[config.mk]
export PLATFORM = sky130hd
export DESIGN_NAME = instr_fetch_unit_flat
export DESIGN_NICKNAME = d
export VERILOG_FILES = /design/src/rtl/instr_fetch_unit_if.sv /design/src/rtl/instr_fetch_unit.sv /design/src/flat_wrapper.sv
export SDC_FILE = /design/constraint.sdc
export NUM_CORES = 1
export LEC_CHECK = 0
export ABC_CLOCK_PERIOD_IN_PS = 4000
export BUFFER_PORTS_ARGS = -buffer_cell sky130_fd_sc_hd__buf_2
export CORE_MARGIN = 8
export CORE_UTILIZATION = 60
export DETAILED_ROUTE_END_ITERATION = 8
export GPL_TIMING_DRIVEN = 0
export HOLD_SLACK_MARGIN = 0.06
export MAX_ROUTING_LAYER = met4
export PLACE_DENSITY = 0.92
export SLEW_MARGIN = 20
export SYNTH_ARGS = -nofsm -noshare
export SYNTH_HDL_FRONTEND = slang
export SYNTH_SLANG_ARGS = --single-unit
[constraint.sdc]
create_clock -name clk -period 4 [get_ports clk]
set_clock_uncertainty 0.05 [all_clocks]
set_input_delay 0.8 -clock clk [delete_from_list [all_inputs] [get_ports clk]]
set_output_delay 0.8 -clock clk [all_outputs]
set_load 0.02 [all_outputs]
[src/rtl/instr_fetch_unit_if.sv]
// Fetch-stage bus bundle: instruction memory request/response plus the decode handshake.
// master = fetch unit, slave = memory/decode side.
interface instr_fetch_unit_if #(
   parameter int unsigned XLEN = 32
);
   logic            imem_req;
   logic [XLEN-1:0] imem_addr;
   logic            imem_gnt;
   logic            imem_rvalid;
   logic [31:0]     imem_rdata;
   logic            instr_valid;
   logic            instr_ready;
   logic [31:0]     instr_data;
   logic [XLEN-1:0] instr_pc;

   modport master (
      output imem_req, imem_addr, instr_valid, instr_data, instr_pc,
      input  imem_gnt, imem_rvalid, imem_rdata, instr_ready
   );

   modport slave (
      input  imem_req, imem_addr, instr_valid, instr_data, instr_pc,
      output imem_gnt, imem_rvalid, imem_rdata, instr_ready
   );
endinterface

[src/rtl/instr_fetch_unit.sv]
// Fetch stage: one-outstanding imem requests feeding a PC-tagged instruction FIFO.
// Optional FETCH_ALIGN_CHECK_EN: misaligned redirects raise a sticky fault instead of truncating.
//  state | meaning
//  IDLE  | no request; buffer slots all taken, or fetch faulted
//  REQ   | imem_req asserted at pc, waiting for gnt
//  WAIT  | request granted, waiting for rvalid
module instr_fetch_unit #(
   parameter int unsigned     XLEN      = 32,
   parameter logic [XLEN-1:0] RESET_PC  = '0,
   parameter int unsigned     BUF_DEPTH = 2
) (
   input  logic                      clk,
   input  logic                      rst_n,
   instr_fetch_unit_if.master        bus,
   input  logic                      redirect_valid,
   input  logic [XLEN-1:0]           redirect_pc,
   output logic                      fetch_fault
);
   localparam int unsigned     PTR_W    = (BUF_DEPTH > 1) ? $clog2(BUF_DEPTH) : 1;
   localparam int unsigned     CNT_W    = $clog2(BUF_DEPTH + 1);
   localparam logic [PTR_W-1:0] LAST_PTR = PTR_W'(BUF_DEPTH - 1);
   localparam logic [CNT_W-1:0] DEPTH_C  = CNT_W'(BUF_DEPTH);

   typedef enum logic [1:0] {IDLE, REQ, WAIT} state_t;

   state_t           state, state_nxt;
   logic [XLEN-1:0]  pc, req_pc, target_pc;
   logic             discard, fault_q, misaligned;
   logic [CNT_W-1:0] count, count_nxt;
   logic [PTR_W-1:0] rd_ptr, wr_ptr;
   logic [XLEN-1:0]  buf_pc   [BUF_DEPTH];
   logic [31:0]      buf_data [BUF_DEPTH];
   logic             granted, rsp, push, pop, in_flight;

   function automatic logic [PTR_W-1:0] ptr_inc(input logic [PTR_W-1:0] p);
      return (p == LAST_PTR) ? '0 : p + PTR_W'(1);
   endfunction

   assign granted   = (state == REQ) && bus.imem_gnt;
   assign rsp       = (state == WAIT) && bus.imem_rvalid;
   assign pop       = bus.instr_valid && bus.instr_ready;
   assign push      = rsp && !discard && !redirect_valid;
   // A fetch still owed to us after this edge must be swallowed on a redirect.
   assign in_flight = granted || ((state == WAIT) && !bus.imem_rvalid);

`ifdef FETCH_ALIGN_CHECK_EN
   assign misaligned = redirect_valid && (redirect_pc[1:0] != 2'b00);
   assign target_pc  = redirect_pc;

   always_ff @(posedge clk or negedge rst_n) begin
      if (!rst_n) begin
         fault_q <= 1'b0;
      end else if (redirect_valid) begin
         fault_q <= misaligned;
      end
   end
`else
   assign misaligned = 1'b0;
   assign target_pc  = redirect_pc & ~XLEN'(3);
   assign fault_q    = 1'b0;
`endif

   assign fetch_fault     = fault_q;
   assign bus.imem_addr   = pc;
   assign bus.instr_valid = (count != '0);
   assign bus.instr_data  = buf_data[rd_ptr];
   assign bus.instr_pc    = buf_pc[rd_ptr];

   always_comb begin
      count_nxt = count;
      if (redirect_valid) begin
         count_nxt = '0;
      end else if (push && !pop) begin
         count_nxt = count + CNT_W'(1);
      end else if (pop && !push) begin
         count_nxt = count - CNT_W'(1);
      end
   end

   always_comb begin
      state_nxt    = state;
      bus.imem_req = 1'b0;
      case (state)
         IDLE: if (!fault_q && (count < DEPTH_C)) state_nxt = REQ;
         REQ: begin
            bus.imem_req = 1'b1;
            if (bus.imem_gnt) state_nxt = WAIT;
         end
         WAIT: if (bus.imem_rvalid) state_nxt = (count_nxt < DEPTH_C) ? REQ : IDLE;
         default: state_nxt = IDLE;
      endcase
      if (redirect_valid) begin
         if (misaligned) begin
            state_nxt = IDLE;
         end else if (in_flight) begin
            state_nxt = WAIT;
         end else begin
            state_nxt = REQ;
         end
      end
   end

   always_ff @(posedge clk or negedge rst_n) begin
      if (!rst_n) begin
         state   <= IDLE;
         pc      <= RESET_PC;
         req_pc  <= '0;
         discard <= 1'b0;
         count   <= '0;
         rd_ptr  <= '0;
         wr_ptr  <= '0;
         for (int i = 0; i < int'(BUF_DEPTH); i++) begin
            buf_pc[i]   <= '0;
            buf_data[i] <= '0;
         end
      end else begin
         state <= state_nxt;
         count <= count_nxt;
         if (redirect_valid) begin
            rd_ptr  <= '0;
            wr_ptr  <= '0;
            discard <= in_flight && !misaligned;
            if (!misaligned) pc <= target_pc;
         end else begin
            if (granted) begin
               req_pc <= pc;
               pc     <= pc + XLEN'(4);
            end
            if (rsp) discard <= 1'b0;
            if (push) begin
               buf_pc[wr_ptr]   <= req_pc;
               buf_data[wr_ptr] <= bus.imem_rdata;
               wr_ptr           <= ptr_inc(wr_ptr);
            end
            if (pop) rd_ptr <= ptr_inc(rd_ptr);
         end
      end
   end
endmodule

[src/flat_wrapper.sv]
// flat-port wrapper written by rule: the top's interface ports become plain ports
module instr_fetch_unit_flat 
#(
   parameter int unsigned     XLEN      = 32,
   parameter logic [XLEN-1:0] RESET_PC  = '0,
   parameter int unsigned     BUF_DEPTH = 2
)
  (clk, rst_n, redirect_valid, redirect_pc, fetch_fault, bus_imem_req, bus_imem_addr, bus_instr_valid, bus_instr_data, bus_instr_pc, bus_imem_gnt, bus_imem_rvalid, bus_imem_rdata, bus_instr_ready);
  instr_fetch_unit_if #(.XLEN(XLEN)) bus_i ();
  input  logic clk;
  input  logic rst_n;
  input  logic redirect_valid;
  input  logic [XLEN-1:0] redirect_pc;
  output logic fetch_fault;
  output wire logic [$bits(bus_i.imem_req)-1:0] bus_imem_req;
  output wire logic [$bits(bus_i.imem_addr)-1:0] bus_imem_addr;
  output wire logic [$bits(bus_i.instr_valid)-1:0] bus_instr_valid;
  output wire logic [$bits(bus_i.instr_data)-1:0] bus_instr_data;
  output wire logic [$bits(bus_i.instr_pc)-1:0] bus_instr_pc;
  input wire logic [$bits(bus_i.imem_gnt)-1:0] bus_imem_gnt;
  input wire logic [$bits(bus_i.imem_rvalid)-1:0] bus_imem_rvalid;
  input wire logic [$bits(bus_i.imem_rdata)-1:0] bus_imem_rdata;
  input wire logic [$bits(bus_i.instr_ready)-1:0] bus_instr_ready;
  assign bus_imem_req = bus_i.imem_req;
  assign bus_imem_addr = bus_i.imem_addr;
  assign bus_instr_valid = bus_i.instr_valid;
  assign bus_instr_data = bus_i.instr_data;
  assign bus_instr_pc = bus_i.instr_pc;
  assign bus_i.imem_gnt = bus_imem_gnt;
  assign bus_i.imem_rvalid = bus_imem_rvalid;
  assign bus_i.imem_rdata = bus_imem_rdata;
  assign bus_i.instr_ready = bus_instr_ready;
  instr_fetch_unit #(.XLEN(XLEN), .RESET_PC(RESET_PC), .BUF_DEPTH(BUF_DEPTH)) u_core (.clk(clk), .rst_n(rst_n), .bus(bus_i), .redirect_valid(redirect_valid), .redirect_pc(redirect_pc), .fetch_fault(fetch_fault));
endmodule
==> metrics.txt <==
Tmin final about 3.3 ns; DR pass1 iterations 5; DIE WIDTH 136 um; Final Power 6930 uW; n_diodes 0; biggest area consumer among synthesized cells dfrtp_1; max_cap viols 0; crit path DAT 2.41 ns; Pleak 0.00502 uW; combinational power share between 30% and 40%; largest net degree at the start of global routing ~110; Slew @ Worst Pin ~0.81 ns; leading post-synthesis cells by cell area dfrtp_1 55%, mux2_2 28%, or4_1 1.4%; WS Path Type flip-flop to output port; Sequential Power Share 41.5%; fmax 307 MHz; Int Power between 4000 and 5000 uW; Post-synth EDFFs 0; root buf cell clkbuf_16; total gr overflow 0; Setup Viol. Count Final 0; DP HPWL 14.6 mm; layout cells sized above 1 around half; clk buf depth 2; die height 136 um; core area 0.0143 mm^2; Synth warnings 0; DR iter-0 viols between 400 and 500; vias per cell 5.99; DR DRC count 0; element type at the critical path start flip-flop; Routed WL ~21 mm; RSZ-0062 raised after global routing false; die area 0.0185 mm^2; outcome finished clean; sequential fraction of the synthesis area 55.5%; IO Pins around 170; Worst-Skew Late Latency 0.43 ns; Post-DRT Antenna Nets 0; overall routing resource usage 24.7%; total setup buffers inserted after CTS 0; Synth Instances 643; first-pass GRT wire length ~34 mm; post-synth top area share 55.5%; clock buffers created by TritonCTS 17; Hold-fix buffers, CTS 0; fraction of registers with async set/reset 100%; Max VDD drop 0.360 mV; Slew Viols, Final 0; filler instances approximately 900; Post-synth top flop dfrtp_1; Cell Area, Synth 0.00862 mm^2; CTS clk-pin slew, worst paths ~0.07 ns; switching pwr 2390 uW; Final WS setup roughly 0.74 ns; design area 0.0103 mm^2; most common cell in the netlist mux2_2; Post-synth top cells 212 x mux2_2, 191 x dfrtp_1, 25 x nand2_1; Starting Density 60.5%; TritonCTS clock tree built; # resized after CTS 0; Setup WS pre-CTS 1.11 ns; Avg Cell Area, Syn 13.4 um^2; IO buf count 161; CTS HTree Levels 4; Fin. Hold Viols 0; power share of the clock group between 20% and 30%; reg-to-reg slack, setup between 1 and 1.5 ns; Pwr Density between 600 and 700 mW/mm^2; r2r worst-path depth 7; Final period util 81.5%; setup TNS 0 ns; #FFs+latches synth roughly 190; initial antenna violation count 0; drt wl/cell 20.9 um; Max-slew headroom 45.4%; Worst R2R Start u_core.state[1]; placed instance area 0.00971 mm^2; reg2reg end u_core.buf_data[20]; global placement routability congestion 0.869; DR vias 6,140; number of nets in the layout 900; Netlist cell types 50; CP endpoint kind output port; P&R area growth vs syn 19.5%; HP Class primary input to asynchronous set/reset pin; Util after Layout between 70% and 80%; total clock sinks 191; vias in the first global route around 6,500; Sw Ratio roughly 34%; WP data required between 3 and 4 ns; Crit Path Max Fanout 10; floorplan row count 44
==> cell usage in the layout (no fill, tap or decap), types with 2 or more instances in the layout <==
master	count
and3_2	2
nand3b_1	2
mux2_2	212
nor3_1	4
a31oi_1	16
ha_1	2
clkbuf_8	5
xor2_1	4
clkinvlp_4	3
nand2_1	25
o211ai_1	3
o31a_1	2
nand4_1	3
inv_6	3
inv_1	12
buf_1	3
xnor2_1	11
o31ai_1	11
or3_1	2
clkinv_2	3
bufinv_16	2
mux2i_1	3
mux2_1	5
dfrtp_1	191
clkbuf_16	17
o21ai_0	17
clkbuf_1	21
conb_1	5
buf_4	5
or3_2	2
or4_1	16
buf_2	169
nand3_1	12
nor2_1	24
==> how the worst max path moves through the flow <==
| stage | start | to |
|---|---|---|
| 2_1_floorplan | bus_imem_gnt | u_core.bus.imem_addr[28] |
| 3_3_place_gp | rst_n | u_core.buf_data[49] |
| 3_5_place_dp | bus_imem_rvalid | u_core.buf_pc[7] |
| 4_1_cts | u_core.rd_ptr | bus_instr_pc[17] |
| 5_1_grt | u_core.rd_ptr | bus_instr_pc[15] |
| 6_report | u_core.rd_ptr | bus_instr_pc[15] |
==> worst max-delay path: stages, from the launching register on <==
cell	delay [ns]
dfrtp_1	0.32
clkbuf_1	0.44
clkbuf_1	0.62
mux2_2	0.42
buf_2	0.17
==> flip-flops by register name, summed over array words and instances, names as in the netlist <==
register              count
u_core.wr_ptr             1
u_core.buf_data          64
u_core.bus.imem_addr     30
u_core.discard            1
u_core.rd_ptr             1
u_core.buf_pc            60
u_core.state              2
u_core.count              2
u_core.req_pc            30
==> layer usage <==
metal  routed length (um)  track usage (%)
met3                 1330             4.58
met4                  901             13.2
met5                    0                -
met1                 8600             29.9
met2                10600             38.8
==> power groups by stage <==
| stage | sequential [uW] | clock, uW | combinational (uW) |
|---|---|---|---|
| finish | 2880 | 1690 | 2360 |
| global route | 2940 | 1770 | 2530 |
| CTS | 2860 | 1700 | 2390 |
| detailed placement | 2880 | 0 | 2360 |
| global placement | 2820 | 0 | 2290 |
| floorplan | 2770 | 0 | 1650 |
==> area by class of cell <==
| cell class | count | area (um^2) | share of cell area [%] |
|---|---|---|---|
| Buffer | 42 | 231 | 2.25 |
| Clock buffer | 20 | 457 | 4.43 |
| Clock inverter | 12 | 133 | 1.29 |
| Inverter | 13 | 48.8 | 0.474 |
| Multi-Input combinational cell | 401 | 3570 | 34.7 |
| Sequential cell | 191 | 4780 | 46.4 |
| Tap cell | 184 | 230 | 2.24 |
| Timing Repair Buffer | 162 | 843 | 8.19 |
==> logic make-up (layout without fill, tap and decap cells) <==
kind of cell	after synthesis	in the layout	share of synthesized area, %
multiplexers	220	220	28.7
flip-flops	191	191	55.5
AND/OR/NAND/NOR	106	106	6.84
buffers and inverters	55	249	3.25
AO/OA/AOI/OAI	53	53	3.90
XOR/XNOR	15	15	1.52
adder cells (fa/ha/maj)	2	2	0.290
other	1	5	0.0435
==> metrics by stage <==
step | hold slack (ns) | std cells
final | 0.316 | 1025
after global routing | 0.371 | 1025
after floorplan | 0.404 | 647
after CTS | 0.340 | 1025
after detailed placement | 0.425 | 993
after global placement | 0.416 | 992
Power figures use the tool's default switching activity.
